[src/rtl/reg_load_arbiter.sv]
// Round-robin arbiter sharing one load-enabled register among N requesters.
// Each grant yields a registered one-cycle load pulse plus ack, then GAP forced idle cycles.
module reg_load_arbiter #(
    parameter int unsigned N   = 4,
    parameter int unsigned W   = 4,
    parameter int unsigned GAP = 1
) (
    input  logic                 clk,
    input  logic                 rst_n,
    input  logic [N-1:0]         req,
    input  logic [N*W-1:0]       req_data,
    output logic [N-1:0]         ack,
    output logic [W-1:0]         reg_in,
    output logic                 reg_control,
    output logic [$clog2(N)-1:0] grant_id,
    output logic                 busy
);

    localparam int unsigned IW = $clog2(N);
    localparam logic [3:0] GapInit = 4'(GAP);

    typedef enum logic [1:0] {StIdle, StLoad, StGap} state_e;

    state_e         r_state_q, r_state_d;
    logic [IW-1:0]  r_ptr_q, r_ptr_d;
    logic [3:0]     r_cnt_q, r_cnt_d;
    logic [N-1:0]   r_ack_q, r_ack_d;
    logic [W-1:0]   r_reg_in_q, r_reg_in_d;
    logic           r_ctrl_q, r_ctrl_d;
    logic [IW-1:0]  r_gid_q, r_gid_d;
    logic           r_busy_q, r_busy_d;

    logic [W-1:0]   w_data [N];
    logic           w_found;
    logic [IW-1:0]  w_win;
    logic [IW-1:0]  w_idx;

    for (genvar gi = 0; gi < N; gi++) begin : g_data
        assign w_data[gi] = req_data[gi*W +: W];
    end

    // First set request at or after ptr, wrapping modulo N.
    always_comb begin
        w_found = 1'b0;
        w_win   = '0;
        w_idx   = '0;
        for (int unsigned i = 0; i < N; i++) begin
            w_idx = IW'((32'(r_ptr_q) + i) % N);
            if (!w_found && req[w_idx]) begin
                w_found = 1'b1;
                w_win   = w_idx;
            end
        end
    end

    always_comb begin
        r_state_d  = r_state_q;
        r_ptr_d    = r_ptr_q;
        r_cnt_d    = r_cnt_q;
        r_ack_d    = '0;
        r_ctrl_d   = 1'b0;
        r_reg_in_d = r_reg_in_q;
        r_gid_d    = r_gid_q;
        unique case (r_state_q)
            StIdle: begin
                if (w_found) begin
                    r_reg_in_d     = w_data[w_win];
                    r_gid_d        = w_win;
                    r_ack_d[w_win] = 1'b1;
                    r_ctrl_d       = 1'b1;
                    r_state_d      = StLoad;
                end
            end
            StLoad: begin
                r_ptr_d = (r_gid_q == IW'(N - 1)) ? '0 : r_gid_q + 1'b1;
                if (GAP == 0) begin
                    r_state_d = StIdle;
                end else begin
                    r_cnt_d   = GapInit;
                    r_state_d = StGap;
                end
            end
            StGap: begin
                if (r_cnt_q <= 4'd1) begin
                    r_state_d = StIdle;
                end else begin
                    r_cnt_d = r_cnt_q - 4'd1;
                end
            end
            default: r_state_d = StIdle;
        endcase
        r_busy_d = (r_state_d != StIdle);
    end

    always_ff @(posedge clk or negedge rst_n) begin
        if (!rst_n) begin
            r_state_q  <= StIdle;
            r_ptr_q    <= '0;
            r_cnt_q    <= '0;
            r_ack_q    <= '0;
            r_reg_in_q <= '0;
            r_ctrl_q   <= 1'b0;
            r_gid_q    <= '0;
            r_busy_q   <= 1'b0;
        end else begin
            r_state_q  <= r_state_d;
            r_ptr_q    <= r_ptr_d;
            r_cnt_q    <= r_cnt_d;
            r_ack_q    <= r_ack_d;
            r_reg_in_q <= r_reg_in_d;
            r_ctrl_q   <= r_ctrl_d;
            r_gid_q    <= r_gid_d;
            r_busy_q   <= r_busy_d;
        end
    end

    assign ack         = r_ack_q;
    assign reg_in      = r_reg_in_q;
    assign reg_control = r_ctrl_q;
    assign grant_id    = r_gid_q;
    assign busy        = r_busy_q;

endmodule

[config.mk]
export PLATFORM = sky130hd
export DESIGN_NAME = reg_load_arbiter
export DESIGN_NICKNAME = d
export VERILOG_FILES = /design/src/rtl/reg_load_arbiter.sv
export SDC_FILE = /design/constraint.sdc
export NUM_CORES = 1
export LEC_CHECK = 0
export ABC_AREA = 1
export CAP_MARGIN = 20
export CORE_UTILIZATION = 51
export DETAILED_ROUTE_END_ITERATION = 8
export HOLD_SLACK_MARGIN = 0.06
export PLACE_DENSITY = 0.86
export SLEW_MARGIN = 0
export SYNTH_ARGS = -nofsm -noshare
export SYNTH_HDL_FRONTEND = slang
export SYNTH_SLANG_ARGS = --single-unit
[constraint.sdc]
create_clock -name clk -period 3.9 [get_ports clk]
set_input_delay 0.39 -clock clk [delete_from_list [all_inputs] [get_ports clk]]
set_output_delay 0.39 -clock clk [all_outputs]
set_load 0.01 [all_outputs]
# Word level (Yosys, flattened, before mapping)
# Index checks and enable logic that the tools add are counted.
op_classes:
  n_addsub: 5
  n_lt_le_gt_ge: 8
  eq_ne: 4
  muxes: 31
  bitwise: 1
  n_reduce_logical: 12
op_table:
  columns: ["op", "count"]
  rows:
  - ["$mux W4", 5]
  - ["$lt A2 B3 Y1 const B", 5]
  - ["$mux W2", 7]
  - ["$mux W1", 11]
  - ["$bmux W1 S2", 4]
  - ["$bmux W4 S2", 1]
  - ["$pmux W4 S2", 1]
  - ["$pmux W2 S3", 1]
  - ["$add A2 B1 Y2 const B", 2]
  - ["$add A2 B2 Y2 const B", 2]
  - ["$eq A2 B2 Y1 const B", 2]
  - ["$le A4 B1 Y1 const B", 1]
  - ["$logic_and A1 B1 Y1", 4]
  - ["$reduce_and A2 Y1", 2]
  - ["$reduce_bool A2 Y1", 2]
  - ["$sub A4 B1 Y4 const B", 1]
  - ["$ge A3 B3 Y1 const B", 1]
  - ["$logic_not A1 Y1", 3]
  - ["$not A2 Y3", 1]
  - ["$demux W1 S2", 1]
  - ["$eq A2 B1 Y1 const B", 1]
  - ["$ge A2 B1 Y1 const B", 1]
  - ["$logic_not A2 Y1", 1]
  - ["$ne A2 B2 Y1 const B", 1]
word_totals:
  ff_bits: 20
  inputBits: 22
  output_inout_bits: 12
  word_cells: 69

# Longest topological paths before layout
logic_depth:
  ltp_word: 18
  mapped_depth: 15
  mapped_depth_nobuf: 14

# Least setup slack after synthesis
# No wires, ideal clock.
synth_timing:
  kind: "register -> register"
  start: "register r_cnt_q[0]"
  end: "register r_cnt_q[0]"
  setup_time_ps: 127
  arrival_ps: 1601
  required_time_ps: 3773
  setup_slack_ps: 2172
  path_stages_with_launch: 8
  path_buffers: 0
  synth_period_minus_slack_ps: 1728
  path_cell_list: "dfrtp_1 -> inv_1 -> ha_1 -> nor2_1 -> o311ai_0 -> nand2_1 -> inv_1 -> o21ai_0"
synth_via:
  elab_chain_cells: 3
  elab_cells_between_ends: 6
  cone_classes: "add/sub (1); order compare (1); eq/ne (1); mux (2); reduce/logical (1)"
synth_rtl:
  columns: ["item", "line_no", "source"]
  rows:
  - ["start: declaration", "26", "logic [3:0] r_cnt_q, r_cnt_d;"]
  - ["start signal: assignment", "108", "r_cnt_q <= r_cnt_d;"]
  - ["$sub A4 B1 Y4 or $le A4 B1 Y1 (tied branches)", "87, 84", null]
  - ["$mux W4 or $ne A2 B2 Y1 (tied branches)", null, null]
  - ["$pmux W4 S2 or $reduce_and A2 Y1 (tied branches)", null, null]
# Several ways; a longest one is shown, not always the timed one. The select of a mux whose other input is x is not followed.
# A chain may end at the register's enable or synchronous reset.

# Worst setup path after layout
# Ends and elaborated chain as after synthesis.

==> impl_metrics.ini <==
[run_status]
status = finished clean

[grt]
grt.overflow.total = 0
grt_max_degree = 21
grt_pass1_vias = 1150
grt_pass1_wl_um = 4680
grtUsageTotal_pct = 23.4
antenna_found_initial = 0

[yosys]
yosys.area.top_type = dfrtp_1
syn_avg_cell_area_um2 = 7.28
synth-seq-area-share_pct = 39.8
synth.area.top_cells = dfrtp_1 40%, nand2_1 17%, inv_1 8.3%
synthCells = 173
synth-main-ff-cell = dfrtp_1
synth_nets = 198
syn_area_mm2 = 0.00126
synthArstFlopShare_pct = 100
ys_ff_latch = 20
synth.distinct_cells = 25
synth_most_common_cell = nand2_1
yosys-top-cells-count = 57 x nand2_1, 28 x inv_1, 20 x dfrtp_1
synth_edf_count = 0
synth_top_area_share_pct = 39.8
ys_warn_count = 0

[cells_and_area]
final_layout_size_suffix_gt1_share_pct = 11.1
seqCellArea_um2 = 500
area_growth_pct = 30.8
nets = 233
stdcell_area_mm2 = 0.00165
n_antenna_cell = 0
multiInputGateArea_um2 = 604
fin_util_pct = 72.3
fillCellCount = 184

[cts]
clk-insertion-delay-late_ps = 310
cts-root-buf = clkbuf_4
cts_buffer_depth = 2
cts_tree = done
postCtsResizedCells = 0
postCtsSetupBuffers = 0
htree_levels = 1
cts_hold_buf = 0
numCtsBuffers = 3
clock_sinks = 20
path_clk_slew_ps = 120

[timing]
maxSlewViolCount = 0
setup_violations = 0
min_period_ps = 2120
setup_tns_ps = 0
clock.fmax_mhz = 472
slew_headroom_pct = 35.5
period_share_pct = 54.3
skew_ps = 8.52
worstMarginPinSlew_ps = 955
grt_setup_unrepaired = no
postLayoutSetupSlackWorst_ps = 1780
hold_viol_final = 0

[critical_path]
rr_startpoint = r_cnt_q[0]$_DFFE_PN0P_
worstSetupPathType = flop to flop
worst-path-max-fanout = 5
worstPathRequired_ps = 4110
crit_start = r_cnt_q[0]$_DFFE_PN0P_
cp-end-kind = flop
worstPathArrival_ps = 2320
worstSetupStartpointType = flop

[placement]
gp_congestion = 0.857
port-buffer-count = 33
pre_cts_slack_ps = 1680
postPlaceCellArea_mm2 = 0.00159
place_hpwl_um = 2070

[detailed_routing]
wl_um = 2590
vias = 1156
drc = 0
first_iter_violations = 12
avgRoutedWirePerCell_um = 11.0
ant_nets = 0
vias_per_cell = 4.92
dr.pass1.iters = 4

[floorplan]
die_y_um = 51.7
core_mm2 = 0.00228
start_util_pct = 55.3
core.rowCount = 17
die_width_um = 51.7
die_area_mm2 = 0.00267
boundaryPins = 34

[job]
max-cap-violations = 0

[power]
finalPower_mw = 1.44
power.leakage_nw = 0.876
p_per_area_mw_per_mm2 = 876
vdd_ir_drop_max_mv = 0.468

[min_path]
hold_path.startpoint = reg_in[2]$_DFFE_PN0P_
holdCritPathClass = flop to flop
-- worst max-delay path, cell delays in order (launching register included) --
cell      delay (ps)
dfrtp_1          430
inv_1             80
ha_1             180
nor2_1            50
o311ai_0         780
nand2_1          270
inv_1            130
o21ai_0           80
-- path summary, 6_finish.rpt --
path / end / slack (ps) / cells past startpoint
min in group asynchronous: grant_id[1]$_DFFE_PN0P_ / 550 / 1
worst min-delay path: reg_in[2]$_DFFE_PN0P_ / 500 / 2
worst max register to register: r_cnt_q[0]$_DFFE_PN0P_ / 1780 / 7
worst max-delay path: r_cnt_q[0]$_DFFE_PN0P_ / 1780 / 7
worst min register to register: reg_in[2]$_DFFE_PN0P_ / 500 / 2
max in group asynchronous: r_state_q[0]$_DFF_PN0_ / 2810 / 1
-- final cells by class --
| type | count | area share [%] |
|---|---|---|
| multi-input combinational | 117 | 36.7 |
| inverter | 33 | 7.52 |
| tap | 28 | 2.13 |
| clock inverter | 1 | 1.82 |
| timing repair buffer | 33 | 20.1 |
| sequential | 20 | 30.4 |
| clock buffer | 3 | 1.37 |
-- state kept, by name, indices dropped and copies added (netlist names) --
register and cells:
reg_in 4, grant_id 2, r_ptr_q 2, r_cnt_q 4
r_state_q 2, reg_control 1, ack 4, busy 1
-- cell families (layout without fill, tap and decap cells) --
group,Yosys count,after routing,share of synthesized area (%)
xor gates and xnor gates,2,2,1.39
DFF,20,20,39.8
buffers and inverters,36,70,12.2
and+or+nand+nor,103,103,38.9
adders and majority gates,3,3,2.98
AOI/OAI and AO/OA,9,9,4.77
-- layout by cell type, fill, tap and decap left out --
cell,n
nand2_1,57
clkdlybuf4s50_1,33
inv_1,28
dfrtp_1,20
nand3_1,14
nor2_1,10
nand2_2,7
inv_2,4
nand3_2,4
nand4_1,4
ha_1,3
clkbuf_4,3
nor2_2,2
o211ai_1,2
or2_1,2
o22ai_1,2
o21ai_0,2
xnor2_1,2
nor2_4,1
a31oi_1,1
clkinv_1,1
nand3_4,1
nor3_1,1
o311ai_0,1
o31ai_1,1
bufinv_16,1
-- per-stage QoR --
| stage | instances | hold slack (ps) |
|---|---|---|
| floorplan | 173 | 94.4 |
| global placement | 231 | 465 |
| detailed placement | 231 | 473 |
| CTS | 235 | 504 |
| global route | 235 | 535 |
| finish | 235 | 497 |
-- power breakdown --
| part | internal [mW] | switching [mW] |
|---|---|---|
| clock network | 0.104 | 0.0685 |
| logic | 0.352 | 0.541 |
| registers | 0.303 | 0.0735 |
-- metal layers --
metal	GRT usage (%)	vias to the layer above	wire [um]
li1	-	607	-
met1	28.0	514	1180
met2	41.6	28	1260
met3	3.80	7	80
met4	9.01	0	60
met5	0	-	0
Power figures use the tool's default switching activity.
